**config.mk**
```make
export PLATFORM = sky130hd
export DESIGN_NAME = bus_arbiter_flat
export DESIGN_NICKNAME = d
export VERILOG_FILES = /design/src/rtl/bus_arbiter_if.sv /design/src/rtl/bus_arbiter.sv /design/src/flat_wrapper.sv
export SDC_FILE = /design/constraint.sdc
export NUM_CORES = 1
export LEC_CHECK = 0
export CAP_MARGIN = 10
export CORE_MARGIN = 5
export CORE_UTILIZATION = 55
export DETAILED_ROUTE_END_ITERATION = 8
export DONT_BUFFER_PORTS = 1
export GPL_TIMING_DRIVEN = 0
export PLACE_DENSITY = 0.7
export SLEW_MARGIN = 15
export SYNTH_ARGS = -nofsm -noshare
export SYNTH_HDL_FRONTEND = slang
export SYNTH_SLANG_ARGS = --single-unit
export TNS_END_PERCENT = 5
```
**constraint.sdc**
```tcl
create_clock -name clk -period 3.1 [get_ports clk]
set_input_delay 0.62 -clock clk [delete_from_list [all_inputs] [get_ports clk]]
set_output_delay 0.62 -clock clk [all_outputs]
set_load 0.01 [all_outputs]
```
**src/rtl/bus_arbiter_if.sv**
```systemverilog
// Bundles the two requester ports, the shared memory port and the status
// outputs of bus_arbiter.
//   master : arbiter view - takes fetch/data requests, drives the memory port
//   slave  : environment view - drives requests and memory responses
// Signal groups: ibus_* (fetch), dbus_* (data), mem_* (shared port),
// flush_i, bus_err_o, stallreq_o.
interface bus_arbiter_if #(
  parameter int unsigned AW = 32,
  parameter int unsigned DW = 32
);
  localparam int unsigned SW = DW / 8;

  logic          ibus_req_i;
  logic [AW-1:0] ibus_addr_i;
  logic [DW-1:0] ibus_data_o;
  logic          ibus_ack_o;

  logic          dbus_req_i;
  logic          dbus_we_i;
  logic [SW-1:0] dbus_sel_i;
  logic [AW-1:0] dbus_addr_i;
  logic [DW-1:0] dbus_wdata_i;
  logic [DW-1:0] dbus_rdata_o;
  logic          dbus_ack_o;

  logic          flush_i;

  logic          mem_cyc_o;
  logic          mem_stb_o;
  logic          mem_we_o;
  logic [SW-1:0] mem_sel_o;
  logic [AW-1:0] mem_addr_o;
  logic [DW-1:0] mem_wdata_o;
  logic [DW-1:0] mem_rdata_i;
  logic          mem_ack_i;

  logic          bus_err_o;
  logic          stallreq_o;

  modport master (
    input  ibus_req_i, ibus_addr_i,
    output ibus_data_o, ibus_ack_o,
    input  dbus_req_i, dbus_we_i, dbus_sel_i, dbus_addr_i, dbus_wdata_i,
    output dbus_rdata_o, dbus_ack_o,
    input  flush_i,
    output mem_cyc_o, mem_stb_o, mem_we_o, mem_sel_o, mem_addr_o, mem_wdata_o,
    input  mem_rdata_i, mem_ack_i,
    output bus_err_o, stallreq_o
  );

  modport slave (
    output ibus_req_i, ibus_addr_i,
    input  ibus_data_o, ibus_ack_o,
    output dbus_req_i, dbus_we_i, dbus_sel_i, dbus_addr_i, dbus_wdata_i,
    input  dbus_rdata_o, dbus_ack_o,
    output flush_i,
    input  mem_cyc_o, mem_stb_o, mem_we_o, mem_sel_o, mem_addr_o, mem_wdata_o,
    output mem_rdata_i, mem_ack_i,
    input  bus_err_o, stallreq_o
  );
endinterface

```
**src/rtl/bus_arbiter.sv**
```systemverilog
// Shares one Wishbone-style memory port between instruction fetch and the
// data path. One access at a time: IDLE grants a requester, IBUS/DBUS hold
// cyc/stb until mem_ack_i or timeout, then a one-cycle ack goes back.
// Ports:
//   clk   - rising-edge clock
//   rst   - asynchronous active-low reset
//   bus   - bus_arbiter_if.master (requesters, memory port, flush, status)
module bus_arbiter #(
  parameter int unsigned AW      = 32,
  parameter int unsigned DW      = 32,
  parameter int unsigned TIMEOUT = 255
) (
  input  logic          clk,
  input  logic          rst,
  bus_arbiter_if.master bus
);
  localparam int unsigned SW = DW / 8;
  localparam int unsigned CW = 16;
  // Abort on the edge that ends the TIMEOUT-th unacknowledged strobe cycle.
  localparam logic [CW-1:0] TO_LAST = CW'(TIMEOUT - 1);

  typedef enum logic [1:0] {
    S_IDLE = 2'd0,
    S_IBUS = 2'd1,
    S_DBUS = 2'd2
  } state_t;

  state_t        state_q;
  logic          cyc_q;
  logic          we_q;
  logic [SW-1:0] sel_q;
  logic [AW-1:0] addr_q;
  logic [DW-1:0] wdata_q;
  logic [DW-1:0] idata_q;
  logic [DW-1:0] drdata_q;
  logic          ibus_ack_q;
  logic          dbus_ack_q;
  logic          err_q;
  logic          drop_q;
  logic          last_data_q;
  logic [CW-1:0] tcnt_q;

  logic ireq_c;
  logic dreq_c;
  logic grant_d_c;
  logic grant_i_c;
  logic done_c;
  logic drop_c;

  // Grant and completion decode. A request being acked this cycle is
  // already served, so it must not win the next grant.
  always_comb begin
    ireq_c    = bus.ibus_req_i & ~ibus_ack_q;
    dreq_c    = bus.dbus_req_i & ~dbus_ack_q;
    grant_d_c = dreq_c & ~(ireq_c & last_data_q);
    grant_i_c = ireq_c & ~grant_d_c;
    done_c    = bus.mem_ack_i | (tcnt_q == TO_LAST);
    drop_c    = (state_q == S_IBUS) & (drop_q | bus.flush_i);
  end

  // Grant state machine with registered bus and requester outputs.
  always_ff @(posedge clk or negedge rst) begin
    if (!rst) begin
      state_q     <= S_IDLE;
      cyc_q       <= 1'b0;
      we_q        <= 1'b0;
      sel_q       <= '0;
      addr_q      <= '0;
      wdata_q     <= '0;
      idata_q     <= '0;
      drdata_q    <= '0;
      ibus_ack_q  <= 1'b0;
      dbus_ack_q  <= 1'b0;
      err_q       <= 1'b0;
      drop_q      <= 1'b0;
      last_data_q <= 1'b0;
      tcnt_q      <= '0;
    end else begin
      ibus_ack_q <= 1'b0;
      dbus_ack_q <= 1'b0;
      err_q      <= 1'b0;
      unique case (state_q)
        S_IDLE: begin
          drop_q <= 1'b0;
          tcnt_q <= '0;
          if (grant_d_c) begin
            state_q <= S_DBUS;
            cyc_q   <= 1'b1;
            we_q    <= bus.dbus_we_i;
            sel_q   <= bus.dbus_sel_i;
            addr_q  <= bus.dbus_addr_i;
            wdata_q <= bus.dbus_wdata_i;
          end else if (grant_i_c) begin
            state_q <= S_IBUS;
            cyc_q   <= 1'b1;
            we_q    <= 1'b0;
            sel_q   <= '1;
            addr_q  <= bus.ibus_addr_i;
          end
        end
        S_IBUS, S_DBUS: begin
          if (done_c) begin
            // Normal ack wins over a coincident timeout; abort returns zero data.
            state_q     <= S_IDLE;
            cyc_q       <= 1'b0;
            drop_q      <= 1'b0;
            last_data_q <= (state_q == S_DBUS);
            err_q       <= ~bus.mem_ack_i;
            if (state_q == S_DBUS) begin
              dbus_ack_q <= 1'b1;
              drdata_q   <= bus.mem_ack_i ? bus.mem_rdata_i : '0;
            end else if (!drop_c) begin
              ibus_ack_q <= 1'b1;
              idata_q    <= bus.mem_ack_i ? bus.mem_rdata_i : '0;
            end
          end else begin
            tcnt_q <= tcnt_q + CW'(1);
            if (drop_c) drop_q <= 1'b1;
          end
        end
        default: begin
          state_q <= S_IDLE;
          cyc_q   <= 1'b0;
        end
      endcase
    end
  end

  assign bus.mem_cyc_o    = cyc_q;
  assign bus.mem_stb_o    = cyc_q;
  assign bus.mem_we_o     = we_q;
  assign bus.mem_sel_o    = sel_q;
  assign bus.mem_addr_o   = addr_q;
  assign bus.mem_wdata_o  = wdata_q;
  assign bus.ibus_data_o  = idata_q;
  assign bus.ibus_ack_o   = ibus_ack_q;
  assign bus.dbus_rdata_o = drdata_q;
  assign bus.dbus_ack_o   = dbus_ack_q;
  assign bus.bus_err_o    = err_q;

  // Stall toward ctrl while any request is still outstanding.
  assign bus.stallreq_o = (bus.ibus_req_i & ~ibus_ack_q) |
                          (bus.dbus_req_i & ~dbus_ack_q);
endmodule

```
**src/flat_wrapper.sv**
```systemverilog
// flat-port wrapper written by rule: the top's interface ports become plain ports
module bus_arbiter_flat 
#(
  parameter int unsigned AW      = 32,
  parameter int unsigned DW      = 32,
  parameter int unsigned TIMEOUT = 255
)
  (clk, rst, bus_ibus_req_i, bus_ibus_addr_i, bus_ibus_data_o, bus_ibus_ack_o, bus_dbus_req_i, bus_dbus_we_i, bus_dbus_sel_i, bus_dbus_addr_i, bus_dbus_wdata_i, bus_dbus_rdata_o, bus_dbus_ack_o, bus_flush_i, bus_mem_cyc_o, bus_mem_stb_o, bus_mem_we_o, bus_mem_sel_o, bus_mem_addr_o, bus_mem_wdata_o, bus_mem_rdata_i, bus_mem_ack_i, bus_bus_err_o, bus_stallreq_o);
  bus_arbiter_if #(.AW(AW), .DW(DW)) bus_i ();
  input  logic clk;
  input  logic rst;
  input wire logic [$bits(bus_i.ibus_req_i)-1:0] bus_ibus_req_i;
  input wire logic [$bits(bus_i.ibus_addr_i)-1:0] bus_ibus_addr_i;
  output wire logic [$bits(bus_i.ibus_data_o)-1:0] bus_ibus_data_o;
  output wire logic [$bits(bus_i.ibus_ack_o)-1:0] bus_ibus_ack_o;
  input wire logic [$bits(bus_i.dbus_req_i)-1:0] bus_dbus_req_i;
  input wire logic [$bits(bus_i.dbus_we_i)-1:0] bus_dbus_we_i;
  input wire logic [$bits(bus_i.dbus_sel_i)-1:0] bus_dbus_sel_i;
  input wire logic [$bits(bus_i.dbus_addr_i)-1:0] bus_dbus_addr_i;
  input wire logic [$bits(bus_i.dbus_wdata_i)-1:0] bus_dbus_wdata_i;
  output wire logic [$bits(bus_i.dbus_rdata_o)-1:0] bus_dbus_rdata_o;
  output wire logic [$bits(bus_i.dbus_ack_o)-1:0] bus_dbus_ack_o;
  input wire logic [$bits(bus_i.flush_i)-1:0] bus_flush_i;
  output wire logic [$bits(bus_i.mem_cyc_o)-1:0] bus_mem_cyc_o;
  output wire logic [$bits(bus_i.mem_stb_o)-1:0] bus_mem_stb_o;
  output wire logic [$bits(bus_i.mem_we_o)-1:0] bus_mem_we_o;
  output wire logic [$bits(bus_i.mem_sel_o)-1:0] bus_mem_sel_o;
  output wire logic [$bits(bus_i.mem_addr_o)-1:0] bus_mem_addr_o;
  output wire logic [$bits(bus_i.mem_wdata_o)-1:0] bus_mem_wdata_o;
  input wire logic [$bits(bus_i.mem_rdata_i)-1:0] bus_mem_rdata_i;
  input wire logic [$bits(bus_i.mem_ack_i)-1:0] bus_mem_ack_i;
  output wire logic [$bits(bus_i.bus_err_o)-1:0] bus_bus_err_o;
  output wire logic [$bits(bus_i.stallreq_o)-1:0] bus_stallreq_o;
  assign bus_i.ibus_req_i = bus_ibus_req_i;
  assign bus_i.ibus_addr_i = bus_ibus_addr_i;
  assign bus_ibus_data_o = bus_i.ibus_data_o;
  assign bus_ibus_ack_o = bus_i.ibus_ack_o;
  assign bus_i.dbus_req_i = bus_dbus_req_i;
  assign bus_i.dbus_we_i = bus_dbus_we_i;
  assign bus_i.dbus_sel_i = bus_dbus_sel_i;
  assign bus_i.dbus_addr_i = bus_dbus_addr_i;
  assign bus_i.dbus_wdata_i = bus_dbus_wdata_i;
  assign bus_dbus_rdata_o = bus_i.dbus_rdata_o;
  assign bus_dbus_ack_o = bus_i.dbus_ack_o;
  assign bus_i.flush_i = bus_flush_i;
  assign bus_mem_cyc_o = bus_i.mem_cyc_o;
  assign bus_mem_stb_o = bus_i.mem_stb_o;
  assign bus_mem_we_o = bus_i.mem_we_o;
  assign bus_mem_sel_o = bus_i.mem_sel_o;
  assign bus_mem_addr_o = bus_i.mem_addr_o;
  assign bus_mem_wdata_o = bus_i.mem_wdata_o;
  assign bus_i.mem_rdata_i = bus_mem_rdata_i;
  assign bus_i.mem_ack_i = bus_mem_ack_i;
  assign bus_bus_err_o = bus_i.bus_err_o;
  assign bus_stallreq_o = bus_i.stallreq_o;
  bus_arbiter #(.AW(AW), .DW(DW), .TIMEOUT(TIMEOUT)) u_core (.clk(clk), .rst(rst), .bus(bus_i));
endmodule
```
==> results of run 1 <==
metal layers:
metal  track usage  up-vias  part of all wire
met5             0        -            0.0011
met4        0.0963        2             0.026
met3        0.0929       37             0.090
met2         0.396      218              0.51
met1         0.269     2175              0.37
li1              -     1910                 -
state kept, by name (all words and copies together) (netlist names):
name	flops
u_core.bus.mem_we_o	1
u_core.bus.ibus_ack_o	1
u_core.last_data_q	1
u_core.bus.ibus_data_o	32
u_core.bus.mem_wdata_o	32
u_core.bus.mem_sel_o	4
u_core.bus.mem_addr_o	32
u_core.bus.mem_cyc_o	1
u_core.bus.dbus_ack_o	1
u_core.tcnt_q	16
u_core.bus.bus_err_o	1
u_core.state_q	2
u_core.drop_q	1
u_core.bus.dbus_rdata_o	32
critical path: cells and delay by family (launching register included):
family / cells / cell delay, ns
buf+inv: 2 / 0.44
fa+ha+maj: 1 / 0.33
compound gates: 3 / 0.65
simple gates: 1 / 0.26
flops: 1 / 0.44
cell usage in the layout, fill, tap and decap left out, types with 3 or more instances in the layout:
cell type and count:
a21o_1 4, a21oi_1 7, a22o_1 68, and2_1 4, buf_2 12, buf_6 7
bufinv_16 5, clkbuf_1 17, clkbuf_16 17, clkinvlp_4 4, dfrtp_1 157, ha_1 7
inv_1 12, mux2_2 32, mux2i_1 36, nand2_1 46, nand2b_1 3, nand3_1 10
nand4_1 8, nor2_1 6, nor3_1 5, o211ai_1 3, o21ai_0 40, o22a_1 4
area by class of cell:
type / instances / area share
buffer: 38 / 0.0294
multi-input combinational: 310 / 0.317
clock inverter: 13 / 0.0291
tap: 143 / 0.0243
sequential: 157 / 0.534
inverter: 12 / 0.00612
clock buffer: 19 / 0.0602
power breakdown:
part / switching, mW / internal (mW)
Combinational: 1.06 / 1.02
Sequential: 1.15 / 2.95
Clock: 0.834 / 1.46
logic make-up after synthesis:
family          after synthesis  synth area share
compound gates              134             0.150
xor+xnor                      3           0.00403
fa+ha+maj                     7            0.0134
buf+inv                      50            0.0401
flops                       157             0.603
mux                          68             0.111
simple gates                 98            0.0787
worst paths after layout:
check                      cells after the start                    endpoint               start
hold / removal                                 0   u_core.bus.ibus_data_o[1]                 rst
min in group clk                               1   u_core.bus.ibus_data_o[7]  bus_mem_rdata_i[7]
max in group asynchronous                      0  u_core.bus.mem_wdata_o[18]                 rst
setup reg to reg                               7           u_core.tcnt_q[10]   u_core.state_q[1]
setup / recovery                               7           u_core.tcnt_q[10]   u_core.state_q[1]
hold reg to reg                                1          u_core.last_data_q  u_core.last_data_q
==> PnR_summary.wiki, run 1 <==
{| class="wikitable"
! Metric !! Value
|-
| Result of the run || finished, violations left
|-
| Violations in the final reports || negative hold slack
|-
| Drt first pass iters || 4
|-
| Area growth, synth to finish || 12.8%
|-
| Cell breakdown of the critical path || inv_1 -> ha_1 -> clkbuf_1 -> nand2b_1 -> a21boi_2 -> a21oi_1 -> o21ai_0
|-
| Final number of setup-violating endpoints || 0
|-
| Portion of the post-synthesis area used by sequential elements || 0.603
|-
| Max-cap check violation count || 0
|-
| Crit. End Element || flop
|-
| Synth Register Bits || 157
|-
| Area contributors post-synth || dfrtp_1 (60%), a22o_1 (9.1%), mux2i_1 (5.5%), mux2_2 (5.5%), o21ai_0 (3.1%)
|-
| Type of the tightest min-delay check || primary input to async pin
|-
| Final worst-path cycle share || 0.709
|-
| Final std cell area, no fill || roughly 7400 um2
|-
| FMAX || approximately 450 MHz
|-
| Buffers from clock root to sink, at most || 2
|-
| Final hold viol count || 157
|-
| GRT Resource Usage Total || 0.235
|-
| CTS tree || done
|-
| Synth cell count leaders || dfrtp_1 (157), a22o_1 (68), nand2_1 (46)
|-
| # DRC || 0
|-
| Worst slew margin relative to its limit || 0.644
|-
| Post-layout min period || ~2.2 ns
|-
| First-pass GRT wire length || 25,900 um
|-
| Main flop type after synthesis || dfrtp_1
|-
| Number of clock buffers inserted by TritonCTS || 17
|-
| Vias per Instance || ~6.3
|-
| Required time of the critical path || 3.43 ns
|-
| Proportion of netlist area held by the largest area contributor || 0.603
|-
| CP max FO || 10
|-
| Most used standard cell by instance count after synthesis || dfrtp_1
|-
| # clock sinks || between 150 and 200
|-
| Area of the core || around 12,000 um2
|-
| Count of flip-flops with a built-in enable after synthesis || 0
|-
| Syn Area/Cell || about 13 um2
|-
| Data arrival time at the worst-slack endpoint || 2.53 ns
|-
| Number of global-route vias before repair || about 4,500
|-
| Worst setup slack after layout || roughly 0.90 ns
|-
| Fraction of layout cells with a size suffix above 1 || 0.168
|-
| Distinct cell type count of the synthesized netlist || 44
|-
| Footprint of the multi-input gates || roughly 2300 um2
|-
| Chip Width || ~120 um
|-
| Crit path max-delay cell type || dfrtp_1
|-
| Cell area after placement || between 6000 and 7000 um2
|-
| Unrepaired setup endpoints after global routing || false
|-
| Final Hold Slack || -0.0966 ns
|-
| Wirelength per Cell || approximately 24 um
|-
| Number of antenna violations at the first check in global routing || 1
|-
| Estimated wirelength of the detail-placed design || between 10,000 and 15,000 um
|-
| Mapped Cells || just over 500
|-
| Placement row count || 39
|-
| Total Die Area || between 10,000 and 15,000 um2
|-
| Clock-pin slew of the registers on the worst-case setup and hold paths || roughly 0.07 ns
|-
| Post-placement setup slack || 0.897 ns
|-
| Largest vdd supply drop || about 0.56 mV
|-
| Root Buffer || clkbuf_16
|-
| Maximum number of pins on one net before global-route repair || ~160
|-
| Top-level port count || 278
|-
| Remaining number of nets flagged by the antenna check after routing || 0
|-
| Largest area contributor in the synthesized netlist || dfrtp_1
|-
| Clk Latency, worst-skew pair || 0.42 ns
|-
| Pwr Density || approximately 1200 nW/um2
|-
| Post-CTS Setup Repair Bufs || 0
|-
| Synthesized Nets || about 660
|-
| Largest clock skew in the final design || 0.00819 ns
|-
| Drt initial violations || 335
|-
| Longest individual stage delay on the worst path || 0.44 ns
|-
| Drt total wl || 16,600 um
|-
| Transition time at the pin with the least slew margin || around 0.53 ns
|-
| Lkg Pwr || 3.40 nW
|-
| Grt ovf || 0
|-
| Vert. Die Dim || about 120 um
|-
| Final Net Count || around 680
|-
| Share of async-settable or async-resettable flops after synthesis || 1.00
|-
| Worst Setup Start Kind || flop
|-
| Starting Density || 0.566
|-
| CTS-repair resized insts || 0
|-
| Weighted congestion reported at the end of routability-driven placement || between 0.8 and 0.9
|-
| Number of cells in the finished layout apart from fillers || 692
|-
| Cell count after placement || 660
|-
| Port-buffer cells || 0
|-
| Number of H-tree levels || 4
|-
| Total vias in the final route || 4,342
|-
| Storage cell area || roughly 4000 um2
|-
| Total negative setup slack || 0 ns
|-
| Number of max-slew violations in the final report || 0
|-
| Number of fillers in the final layout || approximately 900
|-
| Netlist area before placement || 6520 um2
|-
| Number of antenna repair diodes || 0
|-
| Setup slack of the most critical reg-to-reg path || 0.90 ns
|-
| Synth warn || 0
|-
| Post-layout utilization of the core || 0.639
|-
| Overall power of the completed layout || between 8 and 9 mW
|-
| Setup Crit Path Kind || flop to flop
|}
Power figures use the tool's default switching activity.
==> inputs of run 2 (changes only) <==
- PLACE_DENSITY: 0.7 -> 0.73
- clock period: 3.1 -> 1.8 ns (I/O delays scaled with it)
==> run 2 against run 1 <==
Effect of this change:
- the run ends with negative hold slack, negative setup slack left
- worst setup slack worse by 0.91 ns
- register-to-register slack worse by 0.91 ns
- clock-buffer cell count up 3
- critical endpoint is now u_core.tcnt_q[11]
==> PnR_summary.wiki, run 2 (synthesis gave the netlist of run 1 again) <==
{| class="wikitable"
! Metric !! Value
|-
| Wirelength per Cell || 24.7 um (was 24.0 um)
|-
| Drt initial violations || 472 (was 335)
|-
| Number of antenna repair diodes || 0 (unchanged)
|-
| Final Net Count || 695 (was 682)
|-
| Transition time at the pin with the least slew margin || 0.419 ns (was 0.532 ns)
|-
| Final Hold Slack || -0.358 ns (was -0.0966 ns)
|-
| Part of the power in the clock network || 0.230 (was 0.270)
|-
| First-pass GRT wire length || 26,600 um (was 25,900 um)
|-
| Total negative setup slack || -0.0191 ns (was 0 ns)
|-
| Data arrival time at the worst-slack endpoint || 2.11 ns (was 2.53 ns)
|-
| Chip Width || 119 um (unchanged)
|-
| Overall power of the completed layout || 14.6 mW (was 8.48 mW)
|-
| Largest clock skew in the final design || 0.0107 ns (was 0.00819 ns)
|-
| Lkg Pwr || 3.51 nW (was 3.40 nW)
|-
| # clock sinks || 157 (unchanged)
|-
| Max-cap check violation count || 0 (unchanged)
|-
| Crit. End Element || flop (unchanged)
|-
| Fraction of layout cells with a size suffix above 1 || 0.241 (was 0.168)
|-
| Number of max-slew violations in the final report || 0 (unchanged)
|-
| FMAX || 554 MHz (was 455 MHz)
|-
| Most utilized layer in the global route result || met2 (unchanged)
|-
| Buffers from clock root to sink, at most || 2 (unchanged)
|-
| Clock-pin slew of the registers on the worst-case setup and hold paths || 0.06 ns (was 0.07 ns)
|-
| Cell count after placement || 660 (unchanged)
|-
| Switching part of the total || 0.367 (was 0.360)
|-
| Vias per Instance || 6.25 (was 6.27)
|-
| Worst Setup Start Kind || flop (unchanged)
|-
| Required time of the critical path || 2.10 ns (was 3.43 ns)
|-
| # DRC || 0 (unchanged)
|-
| Most common cell after layout, fill and taps aside || dfrtp_1 (unchanged)
|-
| Number of global-route vias before repair || 4,567 (was 4,546)
|-
| Most used cells in the layout excluding fill and tap cells || dfrtp_1 (154), a22o_1 (68), nand2_1 (45), o21ai_0 (38), mux2i_1 (35) (was dfrtp_1 (157), a22o_1 (68), nand2_1 (46), o21ai_0 (40), mux2i_1 (36))
|-
| Number of clock buffers inserted by TritonCTS || 17 (unchanged)
|-
| Starting Density || 0.566 (unchanged)
|-
| GRT Resource Usage Total || 0.244 (was 0.235)
|-
| Setup slack of the most critical reg-to-reg path || -0.006 ns (was 0.90 ns)
|-
| Largest vdd supply drop || 1.08 mV (was 0.565 mV)
|-
| Drt total wl || 17,400 um (was 16,600 um)
|-
| Remaining number of nets flagged by the antenna check after routing || 0 (unchanged)
|-
| Root Buffer || clkbuf_16 (unchanged)
|-
| Result of the run || finished, violations left (unchanged)
|-
| Weighted congestion reported at the end of routability-driven placement || 0.890 (was 0.829)
|-
| Drt first pass iters || 4 (unchanged)
|-
| Final std cell area, no fill || 7540 um2 (was 7350 um2)
|-
| Post-layout utilization of the core || 0.654 (was 0.639)
|-
| Clk Latency, worst-skew pair || 0.42 ns (about the same)
|-
| Vert. Die Dim || 119 um (unchanged)
|-
| Final number of setup-violating endpoints || 7 (was 0)
|-
| Worst slew margin relative to its limit || 0.721 (was 0.644)
|-
| CTS tree || done (unchanged)
|-
| Number of antenna violations at the first check in global routing || 0 (was 1)
|-
| Global routing usage on met3 || 0.105 (was 0.0929)
|-
| Type of the tightest min-delay check || primary input to async pin (unchanged)
|-
| Placement row count || 39 (unchanged)
|-
| Number of H-tree levels || 4 (unchanged)
|-
| Grt ovf || 0 (unchanged)
|-
| Final worst-path cycle share || 1.00 (was 0.709)
|-
| Estimated wirelength of the detail-placed design || 12,600 um (was 12,200 um)
|-
| Top-level port count || 278 (unchanged)
|-
| Unrepaired setup endpoints after global routing || true (was false)
|-
| Switching power summed over all nets || 5.34 mW (was 3.05 mW)
|-
| Cell area after placement || 6700 um2 (unchanged)
|-
| CP max FO || 5 (was 10)
|-
| P_int || 9.22 mW (was 5.42 mW)
|-
| Worst setup slack after layout || -0.00637 ns (was 0.902 ns)
|-
| Post-layout min period || 1.81 ns (was 2.20 ns)
|-
| Final hold viol count || 157 (unchanged)
|-
| Total vias in the final route || 4,401 (was 4,342)
|-
| Area of the core || 11,500 um2 (unchanged)
|-
| Area growth, synth to finish || 15.6% (was 12.8%)
|-
| Violations in the final reports || negative hold slack, negative setup slack (was negative hold slack)
|-
| Total Die Area || 14,100 um2 (unchanged)
|-
| Sequential share of power || 0.485 (was 0.484)
|-
| Setup Crit Path Kind || flop to flop (unchanged)
|-
| Port-buffer cells || 0 (unchanged)
|-
| Pwr Density || 1930 nW/um2 (was 1150 nW/um2)
|-
| Met2 global-route usage || 0.425 (was 0.396)
|-
| Post-placement setup slack || -0.394 ns (was 0.897 ns)
|-
| Number of cells in the finished layout apart from fillers || 704 (was 692)
|-
| Maximum number of pins on one net before global-route repair || 158 (unchanged)
|-
| Global-route track usage on met1 || 0.265 (was 0.269)
|-
| Power share of the combinational group || 0.285 (was 0.246)
|}
[run 2: cell count changes in the layout (fill, tap and decap cells not counted), sizes merged]
cell / before / now
buf: 20 / 36
bufinv: 5 / 1
clkinv: 3 / 6
clkinvlp: 4 / 1
bufbuf: 0 / 1
clkbuf: 37 / 36
[run 2: layout make-up]
type / count / area, um2
fillers: 850 / 3980
flip-flops and latches: 157 / 3930
multi-input cells: 310 / 2410
clock buffers: 22 / 464
plain buffers: 35 / 272
well taps: 143 / 179
repair buffers: 16 / 149
clock inverters: 9 / 87.6
inverters: 12 / 45.0
[run 2: path summary, 6_finish.rpt]
kind | to | from | depth (start not counted)
max reg2reg | u_core.tcnt_q[11] | u_core.tcnt_q[0] | 8
min | u_core.bus.dbus_rdata_o[13] | rst | 0
max in group asynchronous | u_core.tcnt_q[9] | rst | 0
max | u_core.tcnt_q[11] | u_core.tcnt_q[0] | 8
min reg2reg | u_core.last_data_q | u_core.last_data_q | 1
min in group clk | u_core.bus.ibus_data_o[19] | bus_mem_rdata_i[19] | 1
[run 2: repair_timing]
| item | 4_1_cts | 5_1_grt |
|---|---|---|
| endpoints found under the hold margin | 157 | 157 |
| setup buffers | 12 | 3 |
| gates cloned | 1 | 0 |
| gates resized for setup | 34 | 38 |
| pin swaps | 6 | 2 |
| endpoints found under the setup margin | 147 | 140 |
[run 2: critical path: stages, from the launching register on]
cell	delay, ns
dfrtp_1	0.38
inv_1	0.06
ha_2	0.18
and4b_1	0.23
nand4_4	0.15
and2_4	0.24
buf_4	0.14
a21o_1	0.14
a21o_1	0.17
[run 2: power groups by stage]
| stage | Sequential, mW | Clock [mW] | Combinational (mW) |
|---|---|---|---|
| 5_1_grt | 7.21 | 3.54 | 4.59 |
| 3_5_place_dp | 7.14 | 0 | 3.63 |
| 4_1_cts | 7.10 | 3.38 | 3.99 |
| 2_1_floorplan | 6.59 | 0 | 2.91 |
| 6_report | 7.07 | 3.35 | 4.15 |
| 3_3_place_gp | 7.12 | 0 | 3.43 |
[run 2: metal layers]
layer / vias to the layer above / part of all wire / wire length (um)
li1: 1950 / - / -
met1: 2196 / 0.35 / 6040
met2: 224 / 0.53 / 9190
met3: 31 / 0.098 / 1710
met4: 0 / 0.025 / 434
met5: - / 0 / 0
